--- config.mk ---
export PLATFORM = sky130hd
export DESIGN_NAME = mono_rx_arbiter
export DESIGN_NICKNAME = d
export VERILOG_FILES = /design/src/rtl/mono_rx_arbiter.sv
export SDC_FILE = /design/constraint.sdc
export NUM_CORES = 1
export LEC_CHECK = 0
export CAP_MARGIN = 0
export CORE_UTILIZATION = 41
export CTS_CLUSTER_DIAMETER = 40
export DETAILED_ROUTE_END_ITERATION = 10
export PLACE_DENSITY = 0.9
export SLEW_MARGIN = 20
export SYNTH_ARGS = -nofsm -noshare
export SYNTH_HDL_FRONTEND = slang
export SYNTH_SLANG_ARGS = --single-unit
--- constraint.sdc ---
create_clock -name BUS_CLK -period 2.8 [get_ports BUS_CLK]
set_input_delay 0.56 -clock BUS_CLK [delete_from_list [all_inputs] [get_ports BUS_CLK]]
set_output_delay 0.56 -clock BUS_CLK [all_outputs]
set_load 0.005 [all_outputs]
--- src/rtl/mono_rx_arbiter.sv ---
// ============================================================================
// Module      : mono_rx_arbiter
// Description : Round-robin burst arbiter merging NREQ FWFT source FIFOs into
//               a single one-word output stage, with a byte-wide register bus.
// Revision    : 1.0 - initial release
// ============================================================================
`default_nettype none

module mono_rx_arbiter #(
   parameter int ABUSWIDTH = 16,
   parameter int NREQ      = 4,
   parameter int BURST     = 16,
   parameter int VERSION   = 1
) (
   input  logic                   BUS_CLK,
   input  logic                   BUS_RST,
   input  logic [ABUSWIDTH-1:0]   BUS_ADD,
   input  logic [7:0]             BUS_DATA_IN,
   output logic [7:0]             BUS_DATA_OUT,
   input  logic                   BUS_WR,
   input  logic                   BUS_RD,
   input  logic [NREQ-1:0]        REQ_EMPTY,
   input  logic [32*NREQ-1:0]     REQ_DATA,
   output logic [NREQ-1:0]        REQ_READ,
   input  logic                   FIFO_READ,
   output logic                   FIFO_EMPTY,
   output logic [31:0]            FIFO_DATA
);

   typedef enum logic [0:0] {
      ST_IDLE  = 1'b0,
      ST_GRANT = 1'b1
   } state_t;

   state_t          r_state;
   state_t          w_state_nxt;
   logic [NREQ-1:0] r_en_mask;
   logic [2:0]      r_grant;
   logic [2:0]      r_last_grant;
   logic [2:0]      w_pick;
   logic [7:0]      r_burst_cnt;
   logic            r_valid;
   logic [31:0]     r_data;
   logic [7:0]      r_word_cnt [NREQ];
   logic [7:0]      r_bus_data_out;
   logic [7:0]      w_rd_data;
   logic [7:0]      w_mask8;
   logic [NREQ-1:0] w_avail;
   logic [NREQ-1:0] w_req_read;
   logic [31:0]     w_g_data;
   logic            w_soft_rst;
   logic            w_rst;
   logic            w_any;
   logic            w_g_empty;
   logic            w_g_en;
   logic            w_out_ready;
   logic            w_pop;
   logic            w_burst_end;
   logic            w_unused_ok;

   assign w_soft_rst  = BUS_WR && (BUS_ADD == ABUSWIDTH'(0));
   assign w_rst       = BUS_RST | w_soft_rst;
   assign w_avail     = r_en_mask & ~REQ_EMPTY;
   assign w_out_ready = !r_valid || FIFO_READ;
   assign w_burst_end = (r_burst_cnt == 8'(BURST - 1));
   assign w_unused_ok = ^BUS_DATA_IN;

   // Round-robin pick: the smallest offset k from last_grant wins, so scan k downwards.
   always_comb begin
      w_any  = 1'b0;
      w_pick = r_grant;
      for (int k = NREQ; k >= 1; k--) begin
         for (int i = 0; i < NREQ; i++) begin
            if (w_avail[i] && (i == ((int'(r_last_grant) + k) % NREQ))) begin
               w_any  = 1'b1;
               w_pick = 3'(i);
            end
         end
      end
   end

   always_comb begin
      w_g_empty = 1'b1;
      w_g_en    = 1'b0;
      w_g_data  = '0;
      for (int i = 0; i < NREQ; i++) begin
         if (r_grant == 3'(i)) begin
            w_g_empty = REQ_EMPTY[i];
            w_g_en    = r_en_mask[i];
            w_g_data  = REQ_DATA[32*i +: 32];
         end
      end
   end

   // Pop is held off during any reset cycle so no word is lost to a flushed stage.
   assign w_pop = (r_state == ST_GRANT) && w_out_ready && !w_g_empty && w_g_en && !w_rst;

   always_comb begin
      w_req_read = '0;
      for (int i = 0; i < NREQ; i++) begin
         w_req_read[i] = w_pop && (r_grant == 3'(i));
      end
   end

   always_comb begin
      w_state_nxt = r_state;
      case (r_state)
         ST_IDLE:  if (w_any) w_state_nxt = ST_GRANT;
         ST_GRANT: if ((w_pop && w_burst_end) || w_g_empty || !w_g_en) w_state_nxt = ST_IDLE;
         default:  w_state_nxt = ST_IDLE;
      endcase
   end

   always_ff @(posedge BUS_CLK) begin
      if (w_rst) r_state <= ST_IDLE;
      else       r_state <= w_state_nxt;
   end

   always_ff @(posedge BUS_CLK) begin
      if (w_rst) begin
         r_grant      <= 3'd0;
         r_last_grant <= 3'(NREQ - 1);
         r_burst_cnt  <= 8'd0;
         r_valid      <= 1'b0;
         r_data       <= 32'd0;
         r_en_mask    <= '0;
      end else begin
         if (r_state == ST_IDLE && w_any) begin
            r_grant     <= w_pick;
            r_burst_cnt <= 8'd0;
         end else if (w_pop) begin
            r_burst_cnt <= r_burst_cnt + 8'd1;
         end
         if (r_state == ST_GRANT && w_state_nxt == ST_IDLE) r_last_grant <= r_grant;
         if (w_pop) begin
            r_data  <= w_g_data;
            r_valid <= 1'b1;
         end else if (FIFO_READ) begin
            r_valid <= 1'b0;
         end
         if (BUS_WR && BUS_ADD == ABUSWIDTH'(1)) r_en_mask <= BUS_DATA_IN[NREQ-1:0];
      end
   end

   always_ff @(posedge BUS_CLK) begin
      for (int i = 0; i < NREQ; i++) begin
         if (w_rst)                                        r_word_cnt[i] <= 8'd0;
         else if (w_req_read[i] && r_word_cnt[i] != 8'hFF) r_word_cnt[i] <= r_word_cnt[i] + 8'd1;
      end
   end

   always_comb begin
      w_mask8              = '0;
      w_mask8[NREQ-1:0]    = r_en_mask;
      w_rd_data            = '0;
      if (BUS_ADD == ABUSWIDTH'(0))      w_rd_data = 8'(VERSION);
      else if (BUS_ADD == ABUSWIDTH'(1)) w_rd_data = w_mask8;
      else if (BUS_ADD == ABUSWIDTH'(2)) w_rd_data = {(r_state == ST_GRANT), 4'b0000, r_grant};
      for (int i = 0; i < NREQ; i++) begin
         if (BUS_ADD == ABUSWIDTH'(3 + i)) w_rd_data = r_word_cnt[i];
      end
   end

   // Read data survives soft reset; only the bus reset clears it.
   always_ff @(posedge BUS_CLK) begin
      if (BUS_RST)     r_bus_data_out <= 8'd0;
      else if (BUS_RD) r_bus_data_out <= w_rd_data;
   end

   assign BUS_DATA_OUT = r_bus_data_out;
   assign REQ_READ     = w_req_read;
   assign FIFO_EMPTY   = !r_valid;
   assign FIFO_DATA    = r_data;

endmodule

`default_nettype wire

## Word level (Yosys, flattened, before mapping)

Memories as Yosys holds them, arrays and structs flattened.
Cells that the tools add are included.

| storage, ports and cells | value |
|---|---|
| RAM bits | 32 |
| memories | 1 |
| register bits after elaboration | 59 |
| logic and storage cells | 185 |

Memory list:

| name | words | width | read ports | clocked after memory_dff | write ports | RTL line | text |
|---|---|---|---|---|---|---|---|
| r_word_cnt | 4 | 8 | 4 | 0 | 4 | 44 | `logic [7:0] r_word_cnt [NREQ];` |

| cells by class | value |
|---|---|
| reductions and logical operators | 54 |
| mux-type cells | 74 |
| add/sub/neg operators | 9 |
| eq/ne operators | 26 |
| bitwise gates (word level) | 13 |

Operators with widths:

| cell | number |
|---|---|
| $logic_not 32->1 | 4 |
| $mux 32 | 4 |
| $mux 8 | 11 |
| $eq 16x3->1 const B | 3 |
| $mux 3 | 16 |
| $mux 1 | 42 |
| $add 8x1->8 const B | 5 |
| $logic_and 1x1->1 | 33 |
| $eq 16x2->1 const B | 2 |
| $ne 8x8->1 const B | 4 |
| $eq 3x3->1 const A | 8 |
| $eq 16x1->1 const B | 1 |
| $logic_not 16->1 | 1 |
| $reduce_bool 16->1 | 1 |
| $eq 2x3->1 const A | 4 |
| $reduce_or 2->1 | 5 |
| $eq 8x4->1 const B | 1 |
| $eq 3x2->1 const B | 2 |
| $or 1x1->1 | 5 |
| $add 2x1->2 const B | 2 |
| $add 2x2->2 const B | 2 |
| $and 1x1->1 const A | 4 |
| $and 4x4->4 | 1 |
| $logic_not 1->1 | 4 |
| other kinds (8) | 11 |

## Logic depth before layout (Yosys ltp)

Gate-level depths: netlist (run 1).

| depth | value |
|---|---|
| word-level depth | 25 |
| depth in mapped cells | 7 |
| depth with buffers taken out | 5 |

## Worst setup path before layout (run 1)

OpenSTA, ideal clock, no wires.

| timing | value |
|---|---|
| kind | input-to-output |
| from | input BUS_ADD[9] |
| to | output REQ_READ[2] |
| arrival time | 2.173 ns |
| path buffers | 3 |
| cell stages on the path | 7 |
| path slack | 0.067 ns |
| cells stage by stage | or4_1 > clkbuf_1 > or3_4 > o21ai_2 > buf_4 > buf_4 > nor3_1 |

| on the way | value |
|---|---|
| cells in the longest elaborated chain, start to end | 6 |

Ends and longest elaborated chain:

| what | RTL line | text |
|---|---|---|
| start, declared | 17 | `input logic [ABUSWIDTH-1:0] BUS_ADD,` |
| $logic_not 16->1 | 61 | `assign w_soft_rst = BUS_WR && (BUS_ADD == ABUSWIDTH'(0));` |
| $logic_and 1x1->1 | 61 |  |
| $or 1x1->1 | 62 | `assign w_rst = BUS_RST \| w_soft_rst;` |
| $logic_not 1->1 | 96 | `assign w_pop = (r_state == ST_GRANT) && w_out_ready && !w_g_empty && w_g_en && !w_rst;` |
| $logic_and 1x1->1 | 96 |  |
| $logic_and 1x1->1 | 101 | `w_req_read[i] = w_pop && (r_grant == 3'(i));` |
| end, declared | 24 | `output logic [NREQ-1:0] REQ_READ,` |

No other way between the ends.

## Worst setup path in the final report (run 1)

| timing | value |
|---|---|
| from | input BUS_ADD[15] |
| to | output REQ_READ[1] |

Same word-level chain as after synthesis.

==> results of run 1 <==
[repair_timing]
action / in CTS / in global routing
setup buffers: 10 / 1
gates resized for setup: 48 / 13
endpoints found under the setup margin: 35 / 29
pin swaps: 9 / 6
[sequential cells by signal, summed over array words and instances, names as in the netlist, 2 cells and up]
signal and count:
FIFO_DATA 32, r_word_cnt 32, BUS_DATA_OUT 8, r_burst_cnt 8
r_en_mask 4, r_grant 2, r_last_grant 2
[critical path: cells and delay by family]
family,cells,cell delay [ns]
and+or+nand+nor,3,1.00
AOI/OAI and AO/OA,1,0.25
buffers and inverters,3,0.38
[metal layers]
metal	up-vias	wire, µm	track usage [%]
met4	0	479	10.05
li1	2678	-	-
met1	2830	7545	34.90
met3	45	1435	3.861
met2	305	9293	44.12
met5	-	0	0
[power by group through the flow]
| stage | Sequential [mW] | Clock, mW | Combinational [mW] |
|---|---|---|---|
| 2_1_floorplan | 1.41 | 0 | 0.133 |
| 3_3_place_gp | 1.42 | 0 | 0.412 |
| 3_5_place_dp | 1.42 | 0 | 0.423 |
| 4_1_cts | 1.40 | 1.16 | 0.436 |
| 5_1_grt | 1.40 | 1.20 | 0.464 |
| 6_report | 1.40 | 1.15 | 0.439 |
[final timing paths]
check,endpoint,cells after the start
setup reg to reg,r_burst_cnt[7],4
hold reg to reg,FIFO_DATA[24],2
setup / recovery,REQ_READ[1],7
hold / removal,FIFO_DATA[24],2
[metrics by stage]
stage | instances | cell area [µm²] | total power [mW]
2_1_floorplan | 571 | 5587 | 1.548
3_3_place_gp | 957 | 8074 | 1.835
3_5_place_dp | 957 | 8074 | 1.846
4_1_cts | 982 | 8433 | 2.987
5_1_grt | 983 | 8426 | 3.066
6_report | 983 | 8426 | 2.984
[cell type report]
type                       instances  area share (%)
clock buffer                      13           3.148
multi-input combinational        420           38.48
inverter                          13          0.5792
sequential                        90           25.22
timing repair buffer             269           29.80
clock inverter                     2          0.1634
tap                              176           2.614
[cells in the final DEF (no fill, tap or decap), types with 14 or more instances in the layout]
cell / count
clkdlybuf4s50_1: 183
edfxtp_1: 32
dfxtp_1: 56
nand3_1: 53
nand2_1: 21
nor3_1: 31
a21oi_1: 49
buf_4: 61
xor2_1: 14
mux4_2: 34
o21ai_0: 47
[kinds of logic after synthesis]
| logic type | share of synthesized area (%) |
|---|---|
| flops | 37.98 |
| simple gates | 21.50 |
| buf+inv | 4.815 |
| fa+ha+maj | 1.120 |
| compound gates | 16.37 |
| mux | 14.45 |
| xor+xnor | 3.763 |
==> impl_metrics.json, run 1 <==
{
  "worst_path_max_delay_cell": "or4_4",
  "port_buffers": 201,
  "viasPerCell": 5.959,
  "power.switching_mw": 0.6577,
  "yosys.area.top_type": "dfxtp_1",
  "dp_slack_ns": -0.5987,
  "ys_types": 69,
  "worstHoldStart": "FIFO_DATA[24]",
  "multi_input_area_um2": 3242,
  "drv_slew": 0,
  "status": "complete, no violations",
  "final.min_clock_period_ns": 2.769,
  "power_leakage_nw": 2.830,
  "grt_pass1_vias": 5675,
  "cts_buffer_depth": 2,
  "cts_hold_buf": 0,
  "place_hpwl_mm": 13.96,
  "r2r-start": "r_grant[0]",
  "tritoncts": "built",
  "io-pin-count": 206,
  "powerDensity_nw_per_um2": 354.1,
  "overflow": 0,
  "worstSetupStartpoint": "BUS_ADD[15]",
  "rows": 42,
  "ys_seq_area_share_pct": 37.98,
  "cts.sinks": 90,
  "start_util_pct": 42.19,
  "worst_pin_slew_ns": 0.6305,
  "comb_power_share_pct": 14.7,
  "crit_required_ns": 2.24,
  "cp_max_fo": 3,
  "pwr-share-seq_pct": 46.8,
  "grt_max_degree": 64,
  "grt_use_total_pct": 26.56,
  "cts.clk_slew.worst_paths_ns": 0.06,
  "final_util_pct": 63.62,
  "totalWireLength_mm": 18.75,
  "hold_viol_final": 0,
  "yosysMostFrequentCell": "dfxtp_1",
  "synth_edf_count": 32,
  "max_slew_margin_pct": 57.97,
  "peakVddDrop_mv": 0.2658,
  "wl_per_cell_um": 19.08,
  "die_y_um": 118.7,
  "ys_top_cells_by_area": "dfxtp_1, edfxtp_1, mux4_2",
  "synthFlopType": "dfxtp_1",
  "postRouteAntennaNets": 0,
  "min_path_type": "flop to flop",
  "ys_seq_elements": 90,
  "fin_tns_setup_ns": 0,
  "fillers": 1057,
  "intPower_mw": 2.326,
  "r2r_slack_ns": 0.55,
  "critPathCaptureType": "output pin",
  "antenna_found_initial": 1,
  "setup_ws_ns": 0.03088,
  "synth_top_area_share_pct": 20.78,
  "clock.fmax_ghz": 0.3611,
  "cts-htree-levels": 3,
  "synth_commonest_cells": "dfxtp_1, nand3_1, a21oi_1, o21ai_0",
  "power_frac_clock_pct": 38.5,
  "rsz0062_at_grt": "false",
  "syn_nets": 737,
  "fin_nets": 969,
  "switching_share_pct": 22.04,
  "startpoint_type": "input port",
  "drive_gt1_share_pct": 18.34,
  "ys_warn_count": 0,
  "cpPeakStageDelay_ns": 0.53,
  "setup_viol": 0,
  "drtIter0Drc": 559,
  "syn_area_per_cell_um2": 9.784,
  "vias": 5858,
  "cp_cell_sequence": "clkbuf_2 -> or4_4 -> or3_4 -> o21ai_4 -> buf_6 -> nor3_4 -> buf_2",
  "num_antenna_cells": 0,
  "die_w_um": 118.7,
  "core_area_um2": 13240,
  "hold-worst-slack_ns": 0.4766,
  "worst_ep_arrival_time_ns": 2.21,
  "fin_skew_ns": 0.007540,
  "max_cap_violations": 0,
  "synthesis.area_um2": 5587,
  "synthArstFlopShare_pct": 0,
  "grt_pass1_wl_mm": 29.48,
  "regArea_um2": 2125,
  "synthCells": 571,
  "drtPass1Iterations": 5,
  "dieArea_um2": 14100,
  "insertion_delay_ns": 0.34,
  "cts_buffers": 9,
  "area_growth_pct": 50.82,
  "gp_congestion": 0.9526,
  "min_period_over_period_pct": 98.90,
  "root_buffer": "clkbuf_16",
  "drc": 0,
  "worstSetupPathType": "input port to output pin"
}
No activity file was read; power rests on OpenSTA's default activity.
==> run 2: changes to the inputs <==
CAP_MARGIN = 20   (was 0)
==> results of run 2 <==
Final layout, timing and power as in run 1 (identical DEF).
==> variant: new RTL, flow settings as in run 2 <==
`NREQ`: 4 -> 8.
--- a/src/rtl/mono_rx_arbiter.sv
+++ b/src/rtl/mono_rx_arbiter.sv
@@ -10,3 +10,3 @@
    parameter int ABUSWIDTH = 16,
-   parameter int NREQ      = 4,
+   parameter int NREQ      = 8,
    parameter int BURST     = 16,
Interface: changed (resized REQ_DATA, REQ_EMPTY and REQ_READ); port bits go from 206 to 342. No check against the original RTL was run, so the function may have changed too.
==> variant against run 2 <==
  * The flow now finishes with violations (negative setup slack)
  * Power rose by 69%
  * Cell area rose by 78%
  * Combinational power rose by 68%
  * Synthesized area rose by 76%
  * Count of clock-buffer cells in the layout rose by 7
  * Register-to-register slack got worse by 0.53 ns
  * Cell count rose by 81%
  * Clock skew rose by 0.0020 ns
  * Worst hold slack improved by 0.026 ns
  * Wire length rose by 120%
  * Clock power rose by 93%
  * Worst setup slack got worse by 0.10 ns
  * Sequential cell count rose by 38
==> variant: results (changes against run 2) <==
Critical path
  – Critical path arrival: 2.31 ns (was 2.21 ns)
  – Crit path max-delay cell type: mux4_2 (was or4_4)
  – Worst reg2reg path depth: 10 (was 4)
  – Critical Path Max Stage Delay: 0.46 ns (was 0.53 ns)
  – Crit path from: REQ_EMPTY[2] (was BUS_ADD[15])
  – R2r startpoint: r_en_mask[0] (was r_grant[0])
  – R2r setup slk: 0.02 ns (was 0.55 ns)
  – Delay-heaviest family, CP: multiplexers (was simple AND/OR/NAND/NOR gates)
  – Reg-to-reg endpoint: r_word_cnt[0][14] (was r_burst_cnt[7])
  – CP endpoint: REQ_READ[4] (was REQ_READ[1])
  – CP max FO: 5 (was 3)

STA
  – Final WS setup: -0.0722 ns (was 0.0309 ns)
  – Final Setup Violations: 5 (was 0)
  – Fin Hold WS: 0.503 ns (was 0.477 ns)
  – Clock Skews: 0.00953 ns (was 0.00754 ns)

Clock network
  – Clk Latency, worst-skew pair: 0.42 ns (was 0.34 ns)
  – Total clock buffers created by CTS: 17 (was 9)
  – H-tree depth: 4 (was 3)

Synthesis
  – Ys flop type: edfxtp_1 (was dfxtp_1)
  – Post-synth EDFFs: 64 (was 32)
  – Area contributors post-synth: edfxtp_1, mux4_2, dfxtp_1 (was dfxtp_1, edfxtp_1, mux4_2)
  – Sequential share of the synthesized area: 0.326 (was 0.380)
  – Net Count, Synth: 1325 (was 737)
  – Distinct cell type count after synthesis: 84 (was 69)
  – Async S/R FF share, synth: 0 (unchanged)
  – Post-synth top cells: nor2_1, nand2_1, dfxtp_1, edfxtp_1, mux4_2 (was dfxtp_1, nand3_1, a21oi_1)

GRT
  – GR Util All Layers: 0.342 (was 0.266)
  – First-pass GRT wire length: 62.1 mm (was 29.5 mm)
  – Vias in the first global route: 10400 (was 5675)
  – Initial antenna violation count: 8 (was 1)
  – Largest net degree at the start of global routing: 67 (was 64)

Power
  – Peak supply drop: 0.319 mV (was 0.266 mV)
  – Leakage: 5.34 nW (was 2.83 nW)
  – Net Switching: 0.00123 W (was 0.000658 W)

Status
  – Violated checks: negative setup slack
  – Status: finished with violations (was complete, no violations)

Route
  – Via count: 10700 (was 5858)
  – Initial DRT Pass Iterations: 7 (was 5)
  – Routed length per placed instance: 23.7 µm (was 19.1 µm)
  – Iteration-0 DRC Markers: 1265 (was 559)

Hold path
  – Hold Crit Start: FIFO_DATA[16] (was FIFO_DATA[24])
  – Hold Crit Endpoint: FIFO_DATA[16] (was FIFO_DATA[24])

Place
  – Detailed Place HPWL: 33.4 mm (was 14.0 mm)
  – GPL Wtd Cong: 1.01 (was 0.953)
  – Port buffer count: 341 (was 201)

Final layout
  – Share of cells above drive strength 1: 0.212 (was 0.183)
  – # fillers: 1843 (was 1057)
  – Final net count: 1748 (was 969)
==> variant: cell count changes after synthesis, moves of 23 or more <==
| cell | before | now |
|---|---|---|
| a211oi_2 | 0 | 32 |
| a21oi_1 | 49 | 25 |
| a22oi_1 | 1 | 24 |
| edfxtp_1 | 32 | 64 |
| mux2i_1 | 3 | 46 |
| mux4_2 | 34 | 58 |
| nand2_1 | 21 | 71 |
| nor2_1 | 11 | 134 |
==> variant: power by group through the flow <==
stage	registers [W]	clock network, W	logic (W)
after global placement	0.00211	0	0.000716
after global routing	0.00208	0.00233	0.000774
after detailed placement	0.00211	0	0.000731
after CTS	0.00207	0.00225	0.000732
after floorplan	0.00209	0	0.000200
final	0.00207	0.00222	0.000739
==> variant: cells by family (layout without fill, tap and decap cells) <==
kind of cell,Yosys count,count (layout),synth area share
and+or+nand+nor,390,390,0.202
other,0,4,0
muxes,105,105,0.181
buffers and inverters,106,542,0.0466
adders and majority gates,11,11,0.0140
DFF,128,128,0.326
AOI/OAI and AO/OA,226,226,0.182
xor gates and xnor gates,55,55,0.0490
==> variant: metrics by stage <==
stage / utilization / instance area (µm²) / worst slack, ns / TNS, ns / instances
final: 0.640 / 15000 / -0.0722 / -0.144 / 1780
after global placement: 0.610 / 14300 / -0.652 / -58.23 / 1736
after floorplan: - / 9840 / 0.0426 / 0 / 1021
after global routing: 0.640 / 15000 / -0.104 / -0.817 / 1780
after detailed placement: 0.610 / 14300 / -0.670 / -66.18 / 1736
after CTS: 0.637 / 15000 / -0.0436 / -0.0598 / 1775
==> variant: worst min-delay path, delay by kind of cell, from the launching register on <==
family,cells,cell delay [ns]
simple gates,1,0.07
compound gates,1,0.07
flops,1,0.33
==> variant: metal layers <==
layer | GRT usage | wire [µm] | vias to the layer above
met5 | 0 | 11 | -
met4 | 0.165 | 1750 | 2
met3 | 0.0677 | 3840 | 106
met2 | 0.550 | 20600 | 693
met1 | 0.441 | 16000 | 5140
li1 | - | - | 4763
==> variant: area by class of cell <==
| class | count | area (µm²) | area share |
|---|---|---|---|
| Timing Repair Buffer | 479 | 4410 | 0.293 |
| Tap cell | 319 | 399 | 0.0266 |
| Antenna cell | 4 | 10.0 | 0.000666 |
| Sequential cell | 128 | 3210 | 0.214 |
| Clock buffer | 20 | 458 | 0.0305 |
| Multi-Input combinational cell | 787 | 6290 | 0.419 |
| Inverter | 31 | 116 | 0.00775 |
| Clock inverter | 12 | 124 | 0.00825 |
==> variant: repair_timing <==
action	CTS	global route
setup endpoints to repair	51	18
buffers inserted	7	1
pin swaps	8	9
gates resized for setup	64	19
